`src/rtl/low_power_booth_divider_pkg.sv`:
```
// Shared constants for the low-power signed divider: FSM encoding, power modes
// and per-iteration cost weights reported through power_consumption.
package div_pkg;

  typedef logic [1:0] state_t;

  localparam state_t IDLE    = 2'd0;
  localparam state_t COMPUTE = 2'd1;
  localparam state_t FINISH  = 2'd2;

  localparam logic [1:0] MODE_NORMAL = 2'b00;
  localparam logic [1:0] MODE_LP     = 2'b01;
  localparam logic [1:0] MODE_ULP    = 2'b10;

  localparam logic [7:0] COST_ACCEPT     = 8'd2;
  localparam logic [7:0] COST_REJECT     = 8'd1;
  localparam logic [7:0] COST_REJECT_ULP = 8'd0;

  // Reserved mode 11 is priced like normal mode.
  function automatic logic [7:0] reject_cost(input logic [1:0] mode);
    case (mode)
      MODE_ULP:             return COST_REJECT_ULP;
      MODE_NORMAL, MODE_LP: return COST_REJECT;
      default:              return COST_REJECT;
    endcase
  endfunction

  function automatic logic [7:0] sat_add(input logic [7:0] a, input logic [7:0] b);
    logic [8:0] s;
    s = {1'b0, a} + {1'b0, b};
    return s[8] ? 8'hFF : s[7:0];
  endfunction

endpackage

```
`src/rtl/low_power_booth_divider_if.sv`:
```
// Request/result bundle of the divider; mirrors the Booth multiplier handshake.
interface low_power_booth_divider_if #(parameter int W = 8);

  logic           start;
  logic [2*W-1:0] dividend;
  logic [W-1:0]   divisor;
  logic [1:0]     power_mode;
  logic [W-1:0]   quotient;
  logic [W-1:0]   remainder;
  logic           done;
  logic           busy;
  logic           overflow;
  logic           div_by_zero;
  logic [7:0]     power_consumption;

  modport master (
    output start, dividend, divisor, power_mode,
    input  quotient, remainder, done, busy, overflow, div_by_zero, power_consumption
  );

  modport slave (
    input  start, dividend, divisor, power_mode,
    output quotient, remainder, done, busy, overflow, div_by_zero, power_consumption
  );

endinterface

```
`src/rtl/low_power_booth_divider_step.sv`:
```
// One restoring iteration: trial-subtract the divisor aligned to the current
// quotient bit position from the running residual.
module div_restore_step #(
  parameter int W = 8
) (
  input  logic [2*W-1:0]         residual,
  input  logic [W-1:0]           divisor_mag,
  input  logic [$clog2(W)-1:0]   count,
  output logic [2*W-1:0]         next_residual,
  output logic                   q_bit,
  output logic                   accept
);

  localparam int CW = $clog2(W);

  logic [CW-1:0]  shamt;
  logic [2*W-1:0] aligned;
  logic [2*W:0]   trial;

  always_comb begin
    shamt         = CW'(W - 1) - count;
    aligned       = {{W{1'b0}}, divisor_mag} << shamt;
    trial         = {1'b0, residual} - {1'b0, aligned};
    accept        = ~trial[2*W];
    q_bit         = accept;
    next_residual = accept ? trial[2*W-1:0] : residual;
  end

endmodule

```
`src/rtl/low_power_booth_divider.sv`:
```
// Sequential signed divider (2W / W -> W quotient, W remainder), one quotient
// bit per clock, with sign fix-up, overflow and divide-by-zero reporting.
module low_power_booth_divider
  import div_pkg::*;
#(
  parameter int W = 8
) (
  input logic                       clk,
  input logic                       reset,
  low_power_booth_divider_if.slave  bus
);

  localparam int CW = $clog2(W);

  state_t         state;
  logic [2*W-1:0] res_r;
  logic [W-1:0]   dvs_r;
  logic [W-1:0]   q_r;
  logic [CW-1:0]  count;
  logic [7:0]     cost_r;
  logic [1:0]     mode_r;
  logic           sign_n;
  logic           sign_d;
  logic           dbz_f;
  logic           ovf_f;

  logic [W-1:0]   quotient_r;
  logic [W-1:0]   remainder_r;
  logic           done_r;
  logic           overflow_r;
  logic           dbz_r;
  logic [7:0]     pc_r;

  logic [2*W-1:0] dvd_mag;
  logic [W-1:0]   dvs_mag;
  logic [2*W-1:0] next_res;
  logic           q_bit;
  logic           accept;
  logic           q_neg;
  logic           q_range_fail;
  logic [W-1:0]   q_signed;

  always_comb begin
    dvd_mag      = bus.dividend[2*W-1] ? -bus.dividend : bus.dividend;
    dvs_mag      = bus.divisor[W-1] ? -bus.divisor : bus.divisor;
    q_neg        = sign_n ^ sign_d;
    q_range_fail = q_neg ? (q_r[W-1] && (q_r[W-2:0] != '0)) : q_r[W-1];
    q_signed     = q_neg ? -q_r : q_r;
  end

  // The residual keeps the full 2W-bit dividend and subtracts the divisor shifted
  // into place, so a rejected trial leaves it untouched and its write can be gated.
  div_restore_step #(.W(W)) u_step (
    .residual      (res_r),
    .divisor_mag   (dvs_r),
    .count         (count),
    .next_residual (next_res),
    .q_bit         (q_bit),
    .accept        (accept)
  );

  always_ff @(posedge clk) begin
    if (reset) begin
      state       <= IDLE;
      res_r       <= '0;
      dvs_r       <= '0;
      q_r         <= '0;
      count       <= '0;
      cost_r      <= '0;
      mode_r      <= '0;
      sign_n      <= 1'b0;
      sign_d      <= 1'b0;
      dbz_f       <= 1'b0;
      ovf_f       <= 1'b0;
      quotient_r  <= '0;
      remainder_r <= '0;
      done_r      <= 1'b0;
      overflow_r  <= 1'b0;
      dbz_r       <= 1'b0;
      pc_r        <= '0;
    end else begin
      done_r <= 1'b0;
      case (state)
        IDLE: begin
          if (bus.start) begin
            sign_n <= bus.dividend[2*W-1];
            sign_d <= bus.divisor[W-1];
            mode_r <= bus.power_mode;
            dvs_r  <= dvs_mag;
            q_r    <= '0;
            count  <= '0;
            cost_r <= '0;
            dbz_f  <= 1'b0;
            ovf_f  <= 1'b0;
            if (bus.divisor == '0) begin
              // Raw dividend is kept so its low half can be returned as the remainder.
              res_r <= bus.dividend;
              dbz_f <= 1'b1;
              state <= FINISH;
            end else if (dvd_mag[2*W-1:W] >= dvs_mag) begin
              res_r <= dvd_mag;
              ovf_f <= 1'b1;
              state <= FINISH;
            end else begin
              res_r <= dvd_mag;
              state <= COMPUTE;
            end
          end
        end

        COMPUTE: begin
          if (accept || (mode_r != MODE_ULP)) begin
            res_r <= next_res;
          end
          q_r    <= {q_r[W-2:0], q_bit};
          cost_r <= sat_add(cost_r, accept ? COST_ACCEPT : reject_cost(mode_r));
          count  <= count + CW'(1);
          if (count == CW'(W - 1)) begin
            state <= FINISH;
          end
        end

        FINISH: begin
          done_r <= 1'b1;
          state  <= IDLE;
          if (dbz_f) begin
            quotient_r  <= '1;
            remainder_r <= res_r[W-1:0];
            overflow_r  <= 1'b0;
            dbz_r       <= 1'b1;
            pc_r        <= '0;
          end else if (ovf_f || q_range_fail) begin
            quotient_r  <= '0;
            remainder_r <= '0;
            overflow_r  <= 1'b1;
            dbz_r       <= 1'b0;
            pc_r        <= cost_r;
          end else begin
            quotient_r  <= q_signed;
            remainder_r <= sign_n ? -res_r[W-1:0] : res_r[W-1:0];
            overflow_r  <= 1'b0;
            dbz_r       <= 1'b0;
            pc_r        <= cost_r;
          end
        end

        default: state <= IDLE;
      endcase
    end
  end

  assign bus.quotient          = quotient_r;
  assign bus.remainder         = remainder_r;
  assign bus.done              = done_r;
  assign bus.busy              = (state != IDLE);
  assign bus.overflow          = overflow_r;
  assign bus.div_by_zero       = dbz_r;
  assign bus.power_consumption = pc_r;

endmodule

```
`src/flat_wrapper.sv`:
```
// flat-port wrapper written by rule: the top's interface ports become plain ports
module low_power_booth_divider_flat import div_pkg::*;
#(
  parameter int W = 8
)
  (clk, reset, bus_start, bus_dividend, bus_divisor, bus_power_mode, bus_quotient, bus_remainder, bus_done, bus_busy, bus_overflow, bus_div_by_zero, bus_power_consumption);
  low_power_booth_divider_if #(.W(W)) bus_i ();
  input logic clk;
  input logic reset;
  input wire logic [$bits(bus_i.start)-1:0] bus_start;
  input wire logic [$bits(bus_i.dividend)-1:0] bus_dividend;
  input wire logic [$bits(bus_i.divisor)-1:0] bus_divisor;
  input wire logic [$bits(bus_i.power_mode)-1:0] bus_power_mode;
  output wire logic [$bits(bus_i.quotient)-1:0] bus_quotient;
  output wire logic [$bits(bus_i.remainder)-1:0] bus_remainder;
  output wire logic [$bits(bus_i.done)-1:0] bus_done;
  output wire logic [$bits(bus_i.busy)-1:0] bus_busy;
  output wire logic [$bits(bus_i.overflow)-1:0] bus_overflow;
  output wire logic [$bits(bus_i.div_by_zero)-1:0] bus_div_by_zero;
  output wire logic [$bits(bus_i.power_consumption)-1:0] bus_power_consumption;
  assign bus_i.start = bus_start;
  assign bus_i.dividend = bus_dividend;
  assign bus_i.divisor = bus_divisor;
  assign bus_i.power_mode = bus_power_mode;
  assign bus_quotient = bus_i.quotient;
  assign bus_remainder = bus_i.remainder;
  assign bus_done = bus_i.done;
  assign bus_busy = bus_i.busy;
  assign bus_overflow = bus_i.overflow;
  assign bus_div_by_zero = bus_i.div_by_zero;
  assign bus_power_consumption = bus_i.power_consumption;
  low_power_booth_divider #(.W(W)) u_core (.clk(clk), .reset(reset), .bus(bus_i));
endmodule
```
`config.mk`:
```
export PLATFORM = sky130hd
export DESIGN_NAME = low_power_booth_divider_flat
export DESIGN_NICKNAME = d
export VERILOG_FILES = /design/src/rtl/low_power_booth_divider_pkg.sv /design/src/rtl/low_power_booth_divider_if.sv /design/src/rtl/low_power_booth_divider_step.sv /design/src/rtl/low_power_booth_divider.sv /design/src/flat_wrapper.sv
export SDC_FILE = /design/constraint.sdc
export NUM_CORES = 1
export LEC_CHECK = 0
export BUFFER_PORTS_ARGS = -buffer_cell sky130_fd_sc_hd__clkbuf_2
export CELL_PAD_IN_SITES_DETAIL_PLACEMENT = 1
export CELL_PAD_IN_SITES_GLOBAL_PLACEMENT = 1
export CORE_MARGIN = 2
export CORE_UTILIZATION = 41
export CTS_BUF_LIST = sky130_fd_sc_hd__clkbuf_8
export DETAILED_ROUTE_END_ITERATION = 16
export PLACE_DENSITY = 0.87
export RECOVER_POWER = 50
export SETUP_SLACK_MARGIN = 0.4
export SLEW_MARGIN = 20
export SYNTH_ARGS = -nofsm -noshare
export SYNTH_HDL_FRONTEND = slang
export SYNTH_SLANG_ARGS = --single-unit
```
`constraint.sdc`:
```
create_clock -name clk -period 3.8 [get_ports clk]
set_input_delay 0.38 -clock clk [delete_from_list [all_inputs] [get_ports clk]]
set_output_delay 0.38 -clock clk [all_outputs]
set_load 0.01 [all_outputs]
```
Word-level counts from Yosys, hierarchy flattened. Index checks and enable logic that the tools add are counted.

Bits in latches: 0. ROM bits: 0. Memories kept: 0. Bits in registers: 78. RAM bits: 0. Output and inout bits: 28.

Order comparisons: 1. Divide/modulo/power cells: 0. Multiply operators: 0. Eq/ne operators: 9. Reductions and logical operators: 12. Bitwise logic cells: 2. Add/subtract/negate cells: 8. Shift-type cells: 1. Mux-type cells: 37.

Operators by type and width (number): $mux 8 (13); $mux 16 (5); $pmux 16 s2 (1); $pmux 8 s2 (2); $neg 8->8 (3); $sub 16x16->17 (1); $neg 16->16 (1); $shl 8x3->16 (1); $add 8x8->9 (1); $mux 1 (9); $ge 8x8->1 (1); $logic_not 8->1 (1); $mux 2 (4); $reduce_bool 7->1 (1); $ne 2x2->1 const B (3); $pmux 3 s2 (1); $reduce_and 2->1 (3); $eq 2x2->1 const B (2); $ne 2x1->1 const B (2); $pmux 2 s2 (1); $reduce_and 4->1 (1); $reduce_bool 2->1 (2); $add 3x1->3 const B (1); $eq 3x3->1 const B (1); other kinds (8) (9).

Depth between registers and ports, before layout. Gate-level depths: netlist (run 1).

Depth in word-level cells: 8. Depth in mapped cells: 17. Mapped depth without buffers: 16.

Modules after synthesis. Synthesis (run 1) repeated with hierarchy kept, for this count alone.

Cell total of the unflattened synthesis: 758. Area, all modules: 5758.0 sq um.

Modules (own cells, without submodules): low_power_booth_divider (cells an instance 553, instances 1, area an instance 4304.1 sq um, seq. area each 1561.5 sq um); div_restore_step (cells an instance 205, instances 1, area an instance 1453.9 sq um, seq. area each 0.0 sq um).

Least setup slack after synthesis (run 1). OpenSTA, ideal clock, no wires.

Path kind: reg2reg. Start point: register u_core.count[1]. End point: register u_core.cost_r[5]. Slack: -0.060 ns. Buffers on the path: 2. Clock period less this slack: 3.860 ns. Library setup time: 0.114 ns. Arrival time: 3.746 ns. Cell stages (with the launch flop): 18. Cells stage by stage: dfxtp_1 clkbuf_1 clkbuf_1 a21oi_1 mux2i_1 mux2i_1 ha_1 a21oi_1 a21oi_1 nor4b_2 a21oi_2 a21oi_1 ha_1 fa_1 and3_1 and3_1 nor3_1 a2111oi_0.

Cells in the longest elaborated chain, start to end: 7.

RTL lines: start, declared (RTL line low_power_booth_divider.sv:19) `logic [CW-1:0] count;`; start signal, assigned (RTL line low_power_booth_divider.sv:117) `count <= count + CW'(1);`; $sub 3x3->3 (RTL line low_power_booth_divider_step.sv:21) `shamt = CW'(W - 1) - count;`; $shl 8x3->16 (RTL line low_power_booth_divider_step.sv:22) `aligned = {{W{1'b0}}, divisor_mag} << shamt;`; $sub 16x16->17 (RTL line low_power_booth_divider_step.sv:23) `trial = {1'b0, residual} - {1'b0, aligned};`; $mux 8 (RTL line low_power_booth_divider.sv:116) `cost_r <= sat_add(cost_r, accept ? COST_ACCEPT : reject_cost(mode_r));`; $add 8x8->9 (RTL line low_power_booth_divider_pkg.sv:30) `s = {1'b0, a} + {1'b0, b};`; $mux 8 (RTL line low_power_booth_divider_pkg.sv:31) `return s[8] ? 8'hFF : s[7:0];`; $pmux 8 s2 (RTL line low_power_booth_divider.sv:83) `case (state)`; end signal, assigned (RTL line low_power_booth_divider.sv:116); end, declared (RTL line low_power_booth_divider.sv:20) `logic [7:0] cost_r;`.

No other way between the ends. A chain may end at the register's enable or synchronous reset.

Worst setup path after layout (run 1). Same ends and word-level chain as after synthesis.

==> results_dict.tcl, run 1 <==
set metrics [dict create \
    outcome "finished, final reports clean" \
    fin_crit_ns 3.57 \
    yosys_warnings 0 \
    gp_congestion 0.960 \
    p_int_uw 1910 \
    cts_hold_buf 0 \
    avgViaCountPerCell 5.74 \
    synthArstFlopShare_pct 0 \
    initial_core_util_pct 41.7 \
    crit_arrival_ns 3.83 \
    cts.sinks 78 \
    hold-path-cell-count 3 \
    final_common_cell "dfxtp_1" \
    grt_setup_unrepaired "true" \
    worstMarginPinSlew_ns 0.968 \
    start_kind "flip-flop" \
    final_cells 909 \
    clk_latency_ns 0.36 \
    netlist_instances 673 \
    end_kind "flip-flop" \
    drive_gt1_share_pct 19.8 \
    design.die.area_um2 13700 \
    syn-cell-area_um2 5220 \
    root_buffer "clkbuf_8" \
    wl_per_cell_um 18.2 \
    ir_drop_mv 0.181 \
    seq_area_um2 1570 \
    path_class "reg2reg" \
    hold_violations 0 \
    timing.fmax_mhz 280 \
    power.leakage_uw 0.00234 \
    fp.coreArea_um2 12500 \
    setup_tns_ns 0 \
    n_fill_cell 1577 \
    setup_viol 0 \
    ys_seq_elements 78 \
    p_switching_uw 1260 \
    ys_seq_area_share_pct 29.9 \
    synth_edf_count 0 \
    antenna_found_initial 0 \
    synth.distinct_cells 64 \
    reg2reg_depth 15 \
    worstHoldPathType "in2reg" \
    pwr-share-clk_pct 22.3 \
    htree_levels 3 \
    synth_area_leaders "dfxtp_1 (30%), ha_1 (7.4%), a21oi_1 (6.4%)" \
    tritoncts "built" \
    vias 5214 \
    grt_pass1_vias 5282 \
    hpwl_um 12000 \
    drt.antenna.violating_nets 0 \
    numCtsBuffers 9 \
    switching_share_pct 39.7 \
    drt-pass1-iter-count 4 \
    first_iter_violations 400 \
    fin_hold_ws_ns 0.271 \
    cp_max_fo 7 \
    syn2layout_area_growth_pct 20.9 \
    final_cell_mix "dfxtp_1 (75), nand2_1 (74), nor2_1 (72)" \
    synth_top_area_share_pct 29.9 \
    syn_area_per_cell_um2 7.76 \
    grtUsageTotal_pct 24.6 \
    ys.flop_type "dfxtp_1" \
    drc 0 \
    synth.largest_area_cell "dfxtp_1" \
    grt_pass1_wl_um 26500 \
    required_ns 4.06 \
    fin_crit_sh_pct 93.9 \
    drv_slew 0 \
    dieWidth_um 117 \
    path_clk_slew_ns 0.08 \
    portBuffers 56 \
    final_nets 794 \
    combPwrFrac_pct 46.8 \
    clk_path_buf_depth 2 \
    power-per-cell-area_nw_per_um2 503 \
    multi_input_area_um2 3720 \
    die_h_um 117 \
    relSlewSlack_pct 35.0 \
    placed_cells 874 \
    grt_overflow 0 \
    fp-row-count 41 \
    cap_violations 0 \
    grt_max_degree 54 \
    fin_worst_skew_ns 0.0120 \
    totalWireLength_um 16600 \
    syn-num-nets 735 \
    p_seq_share_pct 30.9 \
    io_pins 57 \
    n_antenna_cell 0 \
]
-- worst max-delay path, cell delays in order, from the launching register on --
cell       delay [ns]
dfxtp_4          0.39
buf_6            0.15
mux2i_2          0.16
mux2i_1          0.32
nand2b_1         0.16
ha_2             0.34
or2_2            0.35
a41oi_4          0.27
a21oi_4          0.06
a21oi_2          0.11
ha_2             0.22
fa_2             0.23
and3_4           0.21
and3_4           0.24
nor3_4           0.06
a2111oi_4        0.19
-- through the flow --
step           cell area, um2  util [%]  total power, uW  setup WS [ns]
2_1_floorplan            5330         -             1940          0.244
3_3_place_gp             5720      45.7             2190         0.0860
3_5_place_dp             5720      45.7             2260         -0.148
4_1_cts                  6180      49.3             3080          0.363
5_1_grt                  6320      50.5             3380         0.0698
6_report                 6320      50.5             3180          0.232
-- final cells by class --
class	count	share of cell area, %
Multi-Input combinational cell	534	58.8
Sequential cell	78	24.9
Timing Repair Buffer	91	8.28
Tap cell	172	3.41
Clock buffer	10	2.18
Clock inverter	6	1.37
Inverter	18	1.07
-- per-layer routing --
layer | global-route usage [%] | share of wire (%)
met1 | 30.3 | 44
met2 | 44.0 | 49
met3 | 3.09 | 3.8
met4 | 9.25 | 2.9
met5 | 0 | 0
-- logic make-up after synthesis --
kind of cell / Yosys count / share of synthesized area (%)
DFF: 78 / 29.9
buffers and inverters: 61 / 4.89
xor gates and xnor gates: 43 / 7.21
muxes: 16 / 3.14
adders and majority gates: 33 / 8.19
AOI/OAI and AO/OA: 183 / 22.7
and+or+nand+nor: 259 / 24.0
-- synthesized netlist by cell type, types with 4 or more instances --
cell type	count
a211oi_1	17
a21o_1	6
a21oi_1	67
and3_1	5
buf_1	4
clkbuf_1	35
dfxtp_1	78
ha_1	31
inv_1	18
mux2i_1	13
nand2_1	74
nand2b_1	11
nand3_1	16
nand3b_1	11
nand4_1	6
nor2_1	72
nor2b_1	12
nor3_1	26
o211ai_1	5
o21a_1	5
o21ai_0	34
o31a_1	5
o31ai_1	9
or3_1	6
xnor2_1	25
xor2_1	18
-- power groups by stage --
stage	clock [uW]	combinational [uW]	sequential, uW
5_1_grt	755	1640	990
6_report	709	1490	980
2_1_floorplan	0	976	960
3_3_place_gp	0	1210	983
3_5_place_dp	0	1270	990
4_1_cts	716	1390	973
-- registers in the layout, indices dropped and copies added, names as in the netlist --
name,flops
u_core.bus.overflow,1
u_core.mode_r,2
u_core.bus.power_consumption,8
u_core.bus.quotient,8
u_core.sign_d,1
u_core.bus.done,1
u_core.bus.div_by_zero,1
u_core.state,2
u_core.count,3
u_core.bus.remainder,8
u_core.q_r,8
u_core.ovf_f,1
u_core.cost_r,8
u_core.dbz_f,1
u_core.res_r,16
u_core.sign_n,1
u_core.dvs_r,8
-- timing repair --
| action | in CTS | in global routing |
|---|---|---|
| setup buffers | 14 | 5 |
| cloned | 0 | 0 |
| resized for setup | 34 | 32 |
| endpoints found under the setup margin | 18 | 16 |
| hold endpoints to repair | 0 | 0 |
| pin swaps | 19 | 25 |
-- path summary, 6_finish.rpt --
path,slack (ns),endpoint,from
max,0.23,u_core.cost_r[5]$_SDFFE_PP0P_,u_core.count[1]$_SDFFE_PP0P_
min,0.27,u_core.mode_r[0]$_SDFFE_PP0P_,bus_power_mode[0]
max reg2reg,0.23,u_core.cost_r[5]$_SDFFE_PP0P_,u_core.count[1]$_SDFFE_PP0P_
min reg2reg,0.46,u_core.bus.quotient[1]$_SDFFE_PP0P_,u_core.bus.quotient[1]$_SDFFE_PP0P_
(Power assumes the default switching activity.)
==> run 2: changes to the inputs <==
- SLEW_MARGIN: 20 -> not set
- SYNTH_HIERARCHICAL: not set -> 1
==> results_dict.tcl, run 2 <==
set metrics [dict create \
    outcome "finished, violations left" \
    violations "setup timing" \
    ir_drop_mv 0.271 \
    fin_worst_skew_ns 0.0162 \
    cts_hold_buf 0 \
    htree_levels 3 \
    setup_tns_ns -2.34 \
    synth-simple-area-share_pct 28.4 \
    drv_slew 0 \
    tritoncts "built" \
    cp_num_buf_inv 2 \
    final_common_cell "nand2_1" \
    critical-path-max-stage-delay_ns 0.51 \
    final_util_pct 50.9 \
    wl_met3_um 2020 \
    relSlewSlack_pct 18.2 \
    path_common_cell "nor3_1" \
    design.die.area_um2 15000 \
    path_clk_slew_ns 0.10 \
    avgViaCountPerCell 6.58 \
    top_register "u_core/res_r" \
    synth_top_family_by_area "simple AND/OR/NAND/NOR gates" \
    drive_gt1_share_pct 21.8 \
    path_class "reg2reg" \
    cts.sinks 78 \
    fp-row-count 43 \
    grt_setup_unrepaired "true" \
    grt_max_degree 70 \
    syn-cell-area_um2 5760 \
    critical_path_cell_count 17 \
    r2r_start "u_core/dvs_r[7]$_SDFFE_PP0P_" \
    drt-pass1-iter-count 6 \
    synth_area_leaders "dfxtp_1 (27%), ha_1 (7.0%), a21oi_1 (6.9%)" \
    crit_slowest_cell "dfxtp_1" \
    yosys-mux-area-fraction_pct 3.24 \
    fin_crit_sh_pct 107 \
    drc 0 \
    endpoint "u_core/cost_r[0]$_SDFFE_PP0P_" \
    route.layer.met1.wl_um 9830 \
    reg2reg_depth 17 \
    cp-startpoint "u_core/dvs_r[7]$_SDFFE_PP0P_" \
    gp_congestion 0.830 \
    portBuffers 56 \
    clk_latency_ns 0.39 \
    cp_max_fo 5 \
    die_h_um 123 \
    grt_pass1_wl_um 31800 \
    syn-num-nets 821 \
    initial_core_util_pct 41.8 \
    start_kind "flip-flop" \
    crit_family "simple AND/OR/NAND/NOR gates" \
    power-per-cell-area_nw_per_um2 567 \
    crit_chain "nor2b_4 > nor2_1 > a21oi_1 > nand2b_1 > ha_1 > and3_1 > a2111oi_4 > buf_4 > nand2_4 > nor2_2 > ha_2 > inv_2 > fa_2 > or3b_4 > nor2_4 > nor3_1 > nor3_1" \
    layout_setup_ws_ns -0.261 \
    fp.coreArea_um2 13800 \
    n_antenna_cell 0 \
    synth_top_cells_by_count "nand2_1 (91), a21oi_1 (79), dfxtp_1 (78)" \
    ys.flop_type "dfxtp_1" \
    timing.fmax_mhz 246 \
    syn2layout_area_growth_pct 21.7 \
    wl_met2_um 12200 \
    yosys_warnings 6 \
    power.leakage_uw 0.00271 \
    clk_path_buf_depth 2 \
    root_buffer "clkbuf_8" \
    route.top_layer_used "met4" \
    end_kind "flip-flop" \
    crit_arrival_ns 4.36 \
    n_fill_cell 1753 \
    vias 6794 \
    grt_pass1_vias 6032 \
    syn_area_per_cell_um2 7.60 \
    ys_seq_elements 78 \
    final_cell_mix "nand2_1 (89), dfxtp_1 (77), a21oi_1 (75)" \
    cap_violations 0 \
    largest_register_ffs 16 \
    ys_seq_area_share_pct 27.1 \
    worstHoldPathType "in2reg" \
    hold_violations 0 \
    final_nets 911 \
    required_ns 4.10 \
    r2r-end "u_core/cost_r[0]$_SDFFE_PP0P_" \
    synth_fa_ha_area_share_pct 7.65 \
    drt.antenna.violating_nets 0 \
    first_iter_violations 813 \
    numCtsBuffers 9 \
    yosys.area_share.xor_xnor_pct 5.32 \
    antenna_found_initial 0 \
    synth-compound-area-share_pct 22.9 \
    fin_crit_ns 4.06 \
    synth_top_area_share_pct 27.1 \
    grtUsageTotal_pct 26.9 \
    synthArstFlopShare_pct 0 \
    dieWidth_um 123 \
    wl_per_cell_um 24.6 \
    netlist_instances 758 \
    hpwl_um 13700 \
    grt_overflow 0 \
    setup_viol 16 \
    synth.largest_area_cell "dfxtp_1" \
    yosysMostFrequentCell "nand2_1" \
    reg2reg_slack_ns -0.26 \
    worstMarginPinSlew_ns 1.23 \
    synth.distinct_cells 80 \
    synth_edf_count 0 \
    io_pins 57 \
    totalWireLength_um 25500 \
]
[run 2: cell types whose count changed after synthesis, moves of 11 or more]
cell / delta
nand3_1: +20
nand2_1: +17
a21oi_1: +12
a21oi_2: +11
buf_2: +11
[run 2: final cells by class]
class / count / area, um2 / share of cell area (%)
multi-input cells: 610 / 4090 / 58.3
flip-flops and latches: 78 / 1570 / 22.3
repair buffers: 123 / 828 / 11.8
well taps: 180 / 225 / 3.21
clock buffers: 13 / 179 / 2.55
inverters: 26 / 101 / 1.45
clock inverters: 3 / 25.0 / 0.357
[run 2: metal layers]
layer | global-route usage [%] | up-vias
li1 | - | 2881
met1 | 34.9 | 3305
met2 | 45.4 | 464
met3 | 4.37 | 144
met4 | 8.55 | 0
met5 | 0 | -
[run 2: metrics by stage]
stage	instance area (um2)	hold WS [ns]	worst slack (ns)	std cells	total power, uW
final	7010	0.220	-0.261	1033	3970
after detailed placement	6360	0.447	-0.155	985	2730
after floorplan	5800	0.432	-0.0524	758	2260
after global routing	7010	0.239	-0.405	1033	4110
after CTS	6690	0.217	-0.0477	1008	3450
after global placement	6360	0.439	0.0380	985	2670
[run 2: worst min path at each step]
stage | cells past startpoint | start | slack [ns] | endpoint
after floorplan | 2 | u_core/mode_r[1]$_SDFFE_PP0P_ | 0.43 | u_core/mode_r[1]$_SDFFE_PP0P_
after detailed placement | 2 | u_core/mode_r[1]$_SDFFE_PP0P_ | 0.45 | u_core/mode_r[1]$_SDFFE_PP0P_
final | 3 | bus_power_mode[1] | 0.22 | u_core/mode_r[1]$_SDFFE_PP0P_
after CTS | 3 | bus_power_mode[1] | 0.22 | u_core/mode_r[1]$_SDFFE_PP0P_
after global placement | 2 | u_core/mode_r[1]$_SDFFE_PP0P_ | 0.44 | u_core/mode_r[1]$_SDFFE_PP0P_
after global routing | 3 | bus_power_mode[0] | 0.24 | u_core/mode_r[0]$_SDFFE_PP0P_
[run 2: cells by family (layout without fill, tap and decap cells)]
logic type | after synthesis | count (layout)
flip-flops | 78 | 78
AO/OA/AOI/OAI | 202 | 202
multiplexers | 17 | 17
adder cells (fa/ha/maj) | 34 | 34
buffers and inverters | 70 | 165
XOR/XNOR | 35 | 35
AND/OR/NAND/NOR | 322 | 322
[run 2: what timing repair did]
item	CTS	global route
gates resized for setup	20	39
endpoints found under the setup margin	33	34
setup buffers	7	25
cloned	0	0
pin swaps	18	17
[run 2: worst register-to-register path, cell delays in order, from the launching register on]
cell       delay (ns)
dfxtp_1          0.51
nor2b_4          0.30
nor2_1           0.07
a21oi_1          0.19
nand2b_1         0.09
ha_1             0.29
and3_1           0.24
a2111oi_4        0.35
buf_4            0.20
nand2_4          0.08
nor2_2           0.09
ha_2             0.18
inv_2            0.05
fa_2             0.36
or3b_4           0.43
nor2_4           0.19
nor3_1           0.08
nor3_1           0.25
[run 2: power breakdown]
group | switching (uW) | total (uW) | internal (uW)
Sequential | 122 | 1010 | 891
Combinational | 1350 | 2290 | 931
Clock | 362 | 675 | 313
Total | 1840 | 3970 | 2140
==> run 3: changes to the inputs <==
- SYNTH_HIERARCHICAL: 1 -> not set
==> results_dict.tcl, run 3 (synthesized netlist as in run 1, its figures left out) <==
set metrics [dict create \
    cts.sinks 78 \
    total_power_uw 3160 \
    power-per-cell-area_nw_per_um2 496 \
    power.leakage_uw 0.00238 \
    avgViaCountPerCell 5.78 \
    syn2layout_area_growth_pct 21.7 \
    worstHoldPathType "in2reg" \
    totalWireLength_um 17400 \
    ir_drop_mv 0.226 \
    htree_levels 3 \
    worstMarginPinSlew_ns 1.26 \
    place_area_um2 5720 \
    drt-pass1-iter-count 4 \
    gp_congestion 0.960 \
    grt_max_degree 54 \
    io_pins 57 \
    antenna_found_initial 0 \
    final_cell_mix "dfxtp_1 (75), nand2_1 (73), nor2_1 (72)" \
    grtUsageTotal_pct 24.2 \
    grt_overflow 0 \
    fin_crit_ns 3.56 \
    timing.fmax_mhz 281 \
    n_antenna_cell 0 \
    cap_violations 0 \
    crit_arrival_ns 3.79 \
    fin_crit_sh_pct 93.8 \
    layout_setup_ws_ns 0.237 \
    outcome "finished, final reports clean" \
    path_class "reg2reg" \
    setup_viol 0 \
    largest_register_ffs 16 \
    initial_core_util_pct 41.7 \
    grt_pass1_vias 5251 \
    crit_chain "buf_6 > mux2i_4 > mux2i_1 > buf_4 > a32oi_1 > ha_1 > o21a_1 > o31a_1 > o2111ai_2 > a21oi_4 > a21oi_2 > ha_2 > fa_2 > and3_4 > and3_4 > nor3_4 > a2111oi_4" \
    design.die.area_um2 13700 \
    cp_max_fo 7 \
    grt_pass1_wl_um 26000 \
    fin_hold_ws_ns 0.249 \
    path_clk_slew_ns 0.08 \
    root_buffer "clkbuf_8" \
    drv_slew 0 \
    fp-row-count 41 \
    clk_path_buf_depth 2 \
    drt.antenna.violating_nets 0 \
    tritoncts "built" \
    pre_cts_slack_ns -0.146 \
    first_iter_violations 443 \
    critical-path-max-stage-delay_ns 0.44 \
    drive_gt1_share_pct 21.0 \
    relSlewSlack_pct 16.3 \
    final_nets 800 \
    dieWidth_um 117 \
    numCtsBuffers 9 \
    top_register "u_core.res_r" \
    hpwl_um 11900 \
    cts_hold_buf 0 \
    end_kind "flip-flop" \
    path_common_cell "and3_4" \
    drc 0 \
    fp.coreArea_um2 12500 \
    final_cells 915 \
    die_h_um 117 \
    hold_violations 0 \
    crit_slowest_cell "dfxtp_4" \
    final_design_area_no_fill_um2 6360 \
    grt_setup_unrepaired "true" \
    clk_latency_ns 0.38 \
    portBuffers 56 \
    final_common_cell "dfxtp_1" \
    start_kind "flip-flop" \
    wl_per_cell_um 19.0 \
    vias 5289 \
    placed_cells 874 \
    required_ns 4.03 \
    fin_worst_skew_ns 0.0126 \
]
[run 3: cell count changes in the layout (fill, tap and decap cells not counted), sizes merged, moves of 6 or more]
cell    change
xnor2       +9
a211oi      +9
o31ai       +7
buf        -28
o21ai      -13
nand3      -20
a21oi      -23
nand2      -18
inv         -6
or3         -6
nor2        -9
[run 3: critical path, delay by kind of cell, from the launching register on]
family | cells | cell delay, ns
DFF | 1 | 0.44
buffers and inverters | 2 | 0.28
AOI/OAI and AO/OA | 7 | 0.94
and+or+nand+nor | 3 | 0.59
muxes | 2 | 0.38
adders and majority gates | 3 | 0.79
[run 3: per-stage QoR]
| step | utilization (%) | setup TNS, ns |
|---|---|---|
| 2_1_floorplan | - | 0 |
| 3_3_place_gp | 45.7 | 0 |
| 3_5_place_dp | 45.7 | -0.185 |
| 4_1_cts | 48.8 | 0 |
| 5_1_grt | 50.8 | 0 |
| 6_report | 50.8 | 0 |
[run 3: layout make-up]
cell class	instances	area, um2
clock buffers	10	138
clock inverters	6	61.3
fillers	1568	6160
inverters	18	67.6
multi-input cells	534	3720
flip-flops and latches	78	1570
well taps	172	215
repair buffers	97	589
[run 3: path summary, 6_finish.rpt]
kind | startpoint | to | slack [ns] | cells past startpoint
min reg2reg | u_core.bus.quotient[1]$_SDFFE_PP0P_ | u_core.bus.quotient[1]$_SDFFE_PP0P_ | 0.46 | 2
max reg2reg | u_core.count[1]$_SDFFE_PP0P_ | u_core.cost_r[5]$_SDFFE_PP0P_ | 0.24 | 17
min | bus_power_mode[1] | u_core.mode_r[1]$_SDFFE_PP0P_ | 0.25 | 3
max | u_core.count[1]$_SDFFE_PP0P_ | u_core.cost_r[5]$_SDFFE_PP0P_ | 0.24 | 17
[run 3: power breakdown]
part | switching (uW) | internal, uW | leakage [uW]
Clock | 334 | 321 | 0.000108
Combinational | 869 | 648 | 0.00164
Sequential | 95.4 | 889 | 0.000637
[run 3: timing repair]
item,in CTS,in global routing
pin swaps,16,29
endpoints found under the setup margin,20,22
gates cloned,0,1
setup buffers,13,11
gates resized for setup,29,41
[run 3: metal layers]
layer	global-route usage [%]	routed length [um]	vias to the layer above
met5	0	0	-
met3	3.35	795	45
met4	8.94	563	0
met2	43.5	8640	150
met1	29.4	7400	2567
li1	-	-	2527
